File: src/rtl/sap_controller_sequencer.sv
// Controller-sequencer for the 8-bit SAP datapath.
// A one-hot ring counter (T1..T6) steps through fetch and execute. The control
// word is a combinational decode of ring state, halt flag, opcode and clr.
module sap_controller_sequencer (
  input  logic       clk,
  input  logic       clr,
  input  logic [3:0] opcode,
  output logic       cp,
  output logic       ep,
  output logic       lm,
  output logic       ce,
  output logic       li,
  output logic       ei,
  output logic       la,
  output logic       ea,
  output logic       su,
  output logic       eu,
  output logic       lb,
  output logic       lo,
  output logic       hlt,
  output logic [5:0] t_state
);

  localparam logic [3:0] OP_LDA = 4'b0000;
  localparam logic [3:0] OP_ADD = 4'b0001;
  localparam logic [3:0] OP_SUB = 4'b0010;
  localparam logic [3:0] OP_OUT = 4'b1110;
  localparam logic [3:0] OP_HLT = 4'b1111;

  localparam logic [5:0] T1 = 6'b000001;
  localparam logic [5:0] T2 = 6'b000010;
  localparam logic [5:0] T3 = 6'b000100;
  localparam logic [5:0] T4 = 6'b001000;
  localparam logic [5:0] T5 = 6'b010000;
  localparam logic [5:0] T6 = 6'b100000;

  logic [5:0] ring_q, ring_d;
  logic       halted_q, halted_d;
  logic       ring_legal;
  logic       halt_now;

  // Exactly one bit set; anything else is treated as an upset.
  assign ring_legal = (ring_q != 6'b0) && ((ring_q & (ring_q - 6'd1)) == 6'b0);
  assign halt_now   = !clr && !halted_q && (ring_q == T4) && (opcode == OP_HLT);

  // Next-state: clr wins, halt freezes the ring at T4, upsets recover to T1.
  always_comb begin
    ring_d   = ring_q;
    halted_d = halted_q;
    if (clr) begin
      ring_d   = T1;
      halted_d = 1'b0;
    end else if (halted_q) begin
      ring_d   = ring_q;
    end else if (!ring_legal) begin
      ring_d   = T1;
    end else if (halt_now) begin
      halted_d = 1'b1;
    end else begin
      ring_d   = {ring_q[4:0], ring_q[5]};
    end
  end

  // State registers with synchronous active-high reset.
  always_ff @(posedge clk) begin
    if (clr) begin
      ring_q   <= T1;
      halted_q <= 1'b0;
    end else begin
      ring_q   <= ring_d;
      halted_q <= halted_d;
    end
  end

  // Control word decode; bus stays quiet during clr, halt and illegal ring states.
  always_comb begin
    cp      = 1'b0;
    ep      = 1'b0;
    lm      = 1'b0;
    ce      = 1'b0;
    li      = 1'b0;
    ei      = 1'b0;
    la      = 1'b0;
    ea      = 1'b0;
    su      = 1'b0;
    eu      = 1'b0;
    lb      = 1'b0;
    lo      = 1'b0;
    hlt     = !clr && halted_q;
    t_state = halted_q ? 6'b0 : ring_q;
    if (!clr && !halted_q && ring_legal) begin
      // su held across the whole SUB execute so the ALU result settles before eu.
      su = (opcode == OP_SUB) && (ring_q == T4 || ring_q == T5 || ring_q == T6);
      case (ring_q)
        T1: begin
          ep = 1'b1;
          lm = 1'b1;
        end
        T2: cp = 1'b1;
        T3: begin
          ce = 1'b1;
          li = 1'b1;
        end
        T4: begin
          case (opcode)
            OP_LDA, OP_ADD, OP_SUB: begin
              ei = 1'b1;
              lm = 1'b1;
            end
            OP_OUT: begin
              ea = 1'b1;
              lo = 1'b1;
            end
            OP_HLT:  hlt = halt_now;
            default: ;
          endcase
        end
        T5: begin
          case (opcode)
            OP_LDA: begin
              ce = 1'b1;
              la = 1'b1;
            end
            OP_ADD, OP_SUB: begin
              ce = 1'b1;
              lb = 1'b1;
            end
            default: ;
          endcase
        end
        T6: begin
          if (opcode == OP_ADD || opcode == OP_SUB) begin
            eu = 1'b1;
            la = 1'b1;
          end
        end
        default: ;
      endcase
    end
  end

endmodule
File: config.mk
export PLATFORM = sky130hd
export DESIGN_NAME = sap_controller_sequencer
export DESIGN_NICKNAME = d
export VERILOG_FILES = /design/src/rtl/sap_controller_sequencer.sv
export SDC_FILE = /design/constraint.sdc
export NUM_CORES = 1
export LEC_CHECK = 0
export CAP_MARGIN = 0
export CORE_UTILIZATION = 45
export CTS_CLUSTER_DIAMETER = 60
export DETAILED_ROUTE_END_ITERATION = 16
export PLACE_DENSITY_LB_ADDON = 0.12
export SYNTH_ARGS = -nofsm -noshare
export SYNTH_HDL_FRONTEND = slang
export SYNTH_SLANG_ARGS = --single-unit
export TNS_END_PERCENT = 100
File: constraint.sdc
create_clock -name clk -period 6 [get_ports clk]
set_clock_uncertainty 0.05 [all_clocks]
set_input_delay 1.2 -clock clk [delete_from_list [all_inputs] [get_ports clk]]
set_output_delay 1.2 -clock clk [all_outputs]
set_load 0.005 [all_outputs]
==> summary.md <==
| Metric | Value |
|---|---|
| Status | `finished clean` |
| DP Area | `roughly 870 sq um` |
| Synth area leader | `sky130_fd_sc_hd__dfxtp_1` |
| Most repeated library cell on the critical path | `sky130_fd_sc_hd__clkdlybuf4s50_1` |
| Maximum achievable frequency | `around 230 MHz` |
| Die Span X | `roughly 40 um` |
| Number of buffers on the longest clock path | `2` |
| Setup crit end | `ea` |
| Number of detailed-routing iterations run before antenna repair | `4` |
| Global-route wire length before repair | `between 2000 and 2500 um` |
| Remaining global-route overflow | `0` |
| Crit. Startpoint | `clr` |
| Number of slew-limit violations in the final report | `0` |
| Synthesis-stage register bit count | `7` |
| Final min period | `~4.4 ns` |
| Port Buffer Count | `24` |
| Distinct cell type count of the synthesized netlist | `36` |
| Number of buffers added by the clock tree synthesis step | `3` |
| Gate count of the mapped netlist | `80` |
| Fillcell total | `between 100 and 150` |
| Fraction of the yosys area taken by sequential cells | `0.220` |
| Register-to-register path setup slack | `roughly 4.2 ns` |
| CTS tree | `done` |
| Routed length per instance | `about 14 um` |
| Synth top area share | `0.220` |
| Number of flops mapped to enable cells by yosys | `0` |
| Most common library cell in the layout ignoring fill and taps | `sky130_fd_sc_hd__clkdlybuf4s50_1` |
| Final GP Congestion | `between 0.8 and 0.9` |
| Layout cells sized above 1 | `0.108` |
| Post-route cell area | `895 sq um` |
| Unrepaired setup endpoints after global routing | `false` |
| Clock Latency Late Sink | `roughly 0.25 ns` |
| Combined area of the multi-input logic cells | `between 400 and 500 sq um` |
| Die height | `between 30 and 40 um` |
| Diodes inserted | `0` |
| Placement Rows | `13` |
| Worst flop-to-flop path startpoint | `ring_q[0]` |
| Total core area | `approximately 0.0013 sq mm` |
| Async set or reset register ratio after synthesis | `0` |
| Max Cap Violations | `0` |
| Aggregate global-route resource usage | `0.230` |
| Relative max-transition margin | `0.698` |
| DR vias | `670` |
| Critical path depth in cells | `5` |
| Drt drc | `0` |
| Number of routed nets with antenna violations | `0` |
| WS Path Type | `primary input to primary output` |
| Fin crit share | `0.738` |
| Post-detailed-route via-to-cell ratio | `roughly 5.7` |
| Final-report hold violation count | `0` |
| CP delay by family, top | `buffers and inverters` |
| Slowest Stage Delay on Critical Path | `~0.56 ns` |
| Clock root buffer | `sky130_fd_sc_hd__clkbuf_4` |
| Largest fanout on the critical path | `7` |
| Number of nets in the layout | `about 110` |
| Reg clk slew, reported paths | `roughly 0.05 ns` |
| Worst r2r path cells | `4` |
| Highest-count cells in the layout ignoring fill and taps | `24 x sky130_fd_sc_hd__clkdlybuf4s50_1, 8 x sky130_fd_sc_hd__nor2_1, 7 x sky130_fd_sc_hd__dfxtp_1` |
| Area of the mapped netlist | `637 sq um` |
| Data arrival time of the critical path | `approximately 3.2 ns` |
| Static Leakage | `0.344 nW` |
| Number of antenna violations at the first check in global routing | `0` |
| Core utilization of the finished layout | `0.688` |
| Required time reported for the critical path endpoint | `approximately 4.8 ns` |
| Synthesized area per cell | `around 8 sq um` |
| Power per cell area | `just under 300 mW/mm^2` |
| Crit path launch type | `primary input` |
| Resize count post-CTS | `0` |
| Category of the worst setup path capture point | `primary output` |
| Pin count of the biggest net entering global routing | `12` |
| Overall power of the completed layout | `about 0.26 mW` |
| Crit-path cells | `clkdlybuf4s50_1 > or3_4 > a2bb2oi_2 > nor4_2 > clkdlybuf4s50_1` |
| Sequential cell area | `roughly 140 sq um` |
| Die Area | `0.00157 sq mm` |
| Count of endpoints failing setup in the final report | `0` |
| # IOs | `25` |
| Max IR drop VDD | `around 180 uV` |
| Number of DRC violations after detailed-routing iteration 0 | `12` |
| Count of hold-fix buffers inserted at cts | `0` |
| Via count of the first global-routing pass | `roughly 540` |
| # H-tree levels | `1` |
| HP Class | `flip-flop to flip-flop` |
| Syn Nets | `86` |
| Synth warn | `0` |
| Sum of routed wire length over all layers | `1590 um` |
| Total Neg Setup Slack | `0 ns` |
| Detailed-placement wirelength estimate | `1200 um` |
| Starting utilization of the core area | `0.489` |
| Area growth, synth to finish | `40.5%` |
| Reg-to-Reg End | `ring_q[4]` |
| Flip-flop cell with the highest count after synthesis | `sky130_fd_sc_hd__dfxtp_1` |
| Post-CTS Setup Bufs | `0` |
| Clock Sinks | `7` |
| Biggest area contributors in the synthesized netlist | `sky130_fd_sc_hd__dfxtp_1 22%, sky130_fd_sc_hd__xor2_1 5.5%, sky130_fd_sc_hd__nor2b_1 4.9%, sky130_fd_sc_hd__nor2_1 4.7%, sky130_fd_sc_hd__a2111oi_4 4.3%` |
| Number of buffers and inverters on the critical path | `2` |
| Slowest-stage cell, CP | `sky130_fd_sc_hd__clkdlybuf4s50_1` |
| Worst Tran Pin Value | `around 0.45 ns` |
## worst min-delay path by stage
stage	start	to	slack (ns)	cells after the start
3_5_place_dp	ring_q[5]	ring_q[5]	0.52	2
3_3_place_gp	ring_q[5]	ring_q[5]	0.52	2
4_1_cts	ring_q[5]	ring_q[5]	0.54	2
2_1_floorplan	ring_q[1]	ring_q[1]	0.50	1
5_1_grt	ring_q[1]	ring_q[1]	0.56	1
6_report	ring_q[5]	ring_q[5]	0.53	2
## registers in the layout (all words and copies together) (netlist names)
| signal | count |
|---|---|
| ring_q | 6 |
| halted_q | 1 |
## synthesized netlist by cell type, drive strengths merged (4+ instances only)
| master | n |
|---|---|
| nor2b | 5 |
| clkbuf | 4 |
| xor2 | 4 |
| nand2 | 5 |
| dfxtp | 7 |
| nor2 | 8 |
| o21ai | 5 |
| nor3 | 5 |
## stage by stage
| step | std cells | setup WS, ns | hold WS (ns) |
|---|---|---|---|
| finish | 117 | 1.57 | 0.530 |
| global route | 117 | 1.49 | 0.563 |
| CTS | 117 | 1.54 | 0.537 |
| detailed placement | 113 | 1.56 | 0.523 |
| global placement | 113 | 1.60 | 0.518 |
| floorplan | 80 | 2.54 | 0.495 |
## where the power goes
| part | internal [mW] | switching (mW) | total (mW) |
|---|---|---|---|
| Clock | 0.0255 | 0.0186 | 0.0441 |
| Combinational | 0.0771 | 0.0601 | 0.137 |
| Sequential | 0.0563 | 0.0207 | 0.0770 |
## final cells by class
class / instances / share of cell area
well taps: 15 / 0.0210
multi-input cells: 66 / 0.520
clock buffers: 4 / 0.0294
inverters: 1 / 0.00420
repair buffers: 24 / 0.269
flip-flops and latches: 7 / 0.157
## tightest hold or removal path, delay by kind of cell, from the launching register on
kind | cells | cell delay (ns)
and+or+nand+nor | 1 | 0.09
AOI/OAI and AO/OA | 1 | 0.05
DFF | 1 | 0.39
## cell families (layout without fill, tap and decap cells)
| kind of cell | Yosys count | count (layout) | share of synthesized area |
|---|---|---|---|
| AND/OR/NAND/NOR | 40 | 40 | 0.369 |
| buffers and inverters | 7 | 29 | 0.0491 |
| flip-flops | 7 | 7 | 0.220 |
| AO/OA/AOI/OAI | 22 | 22 | 0.306 |
| XOR/XNOR | 4 | 4 | 0.0550 |
## routing by layer
metal / track usage / vias up / part of all wire
li1: - / 342 / -
met1: 0.297 / 306 / 0.47
met2: 0.357 / 20 / 0.46
met3: 0.0739 / 2 / 0.054
met4: 0.0690 / 0 / 0.0063
met5: 0 / - / 0
Note: power is estimated with default switching activity, not from simulation.
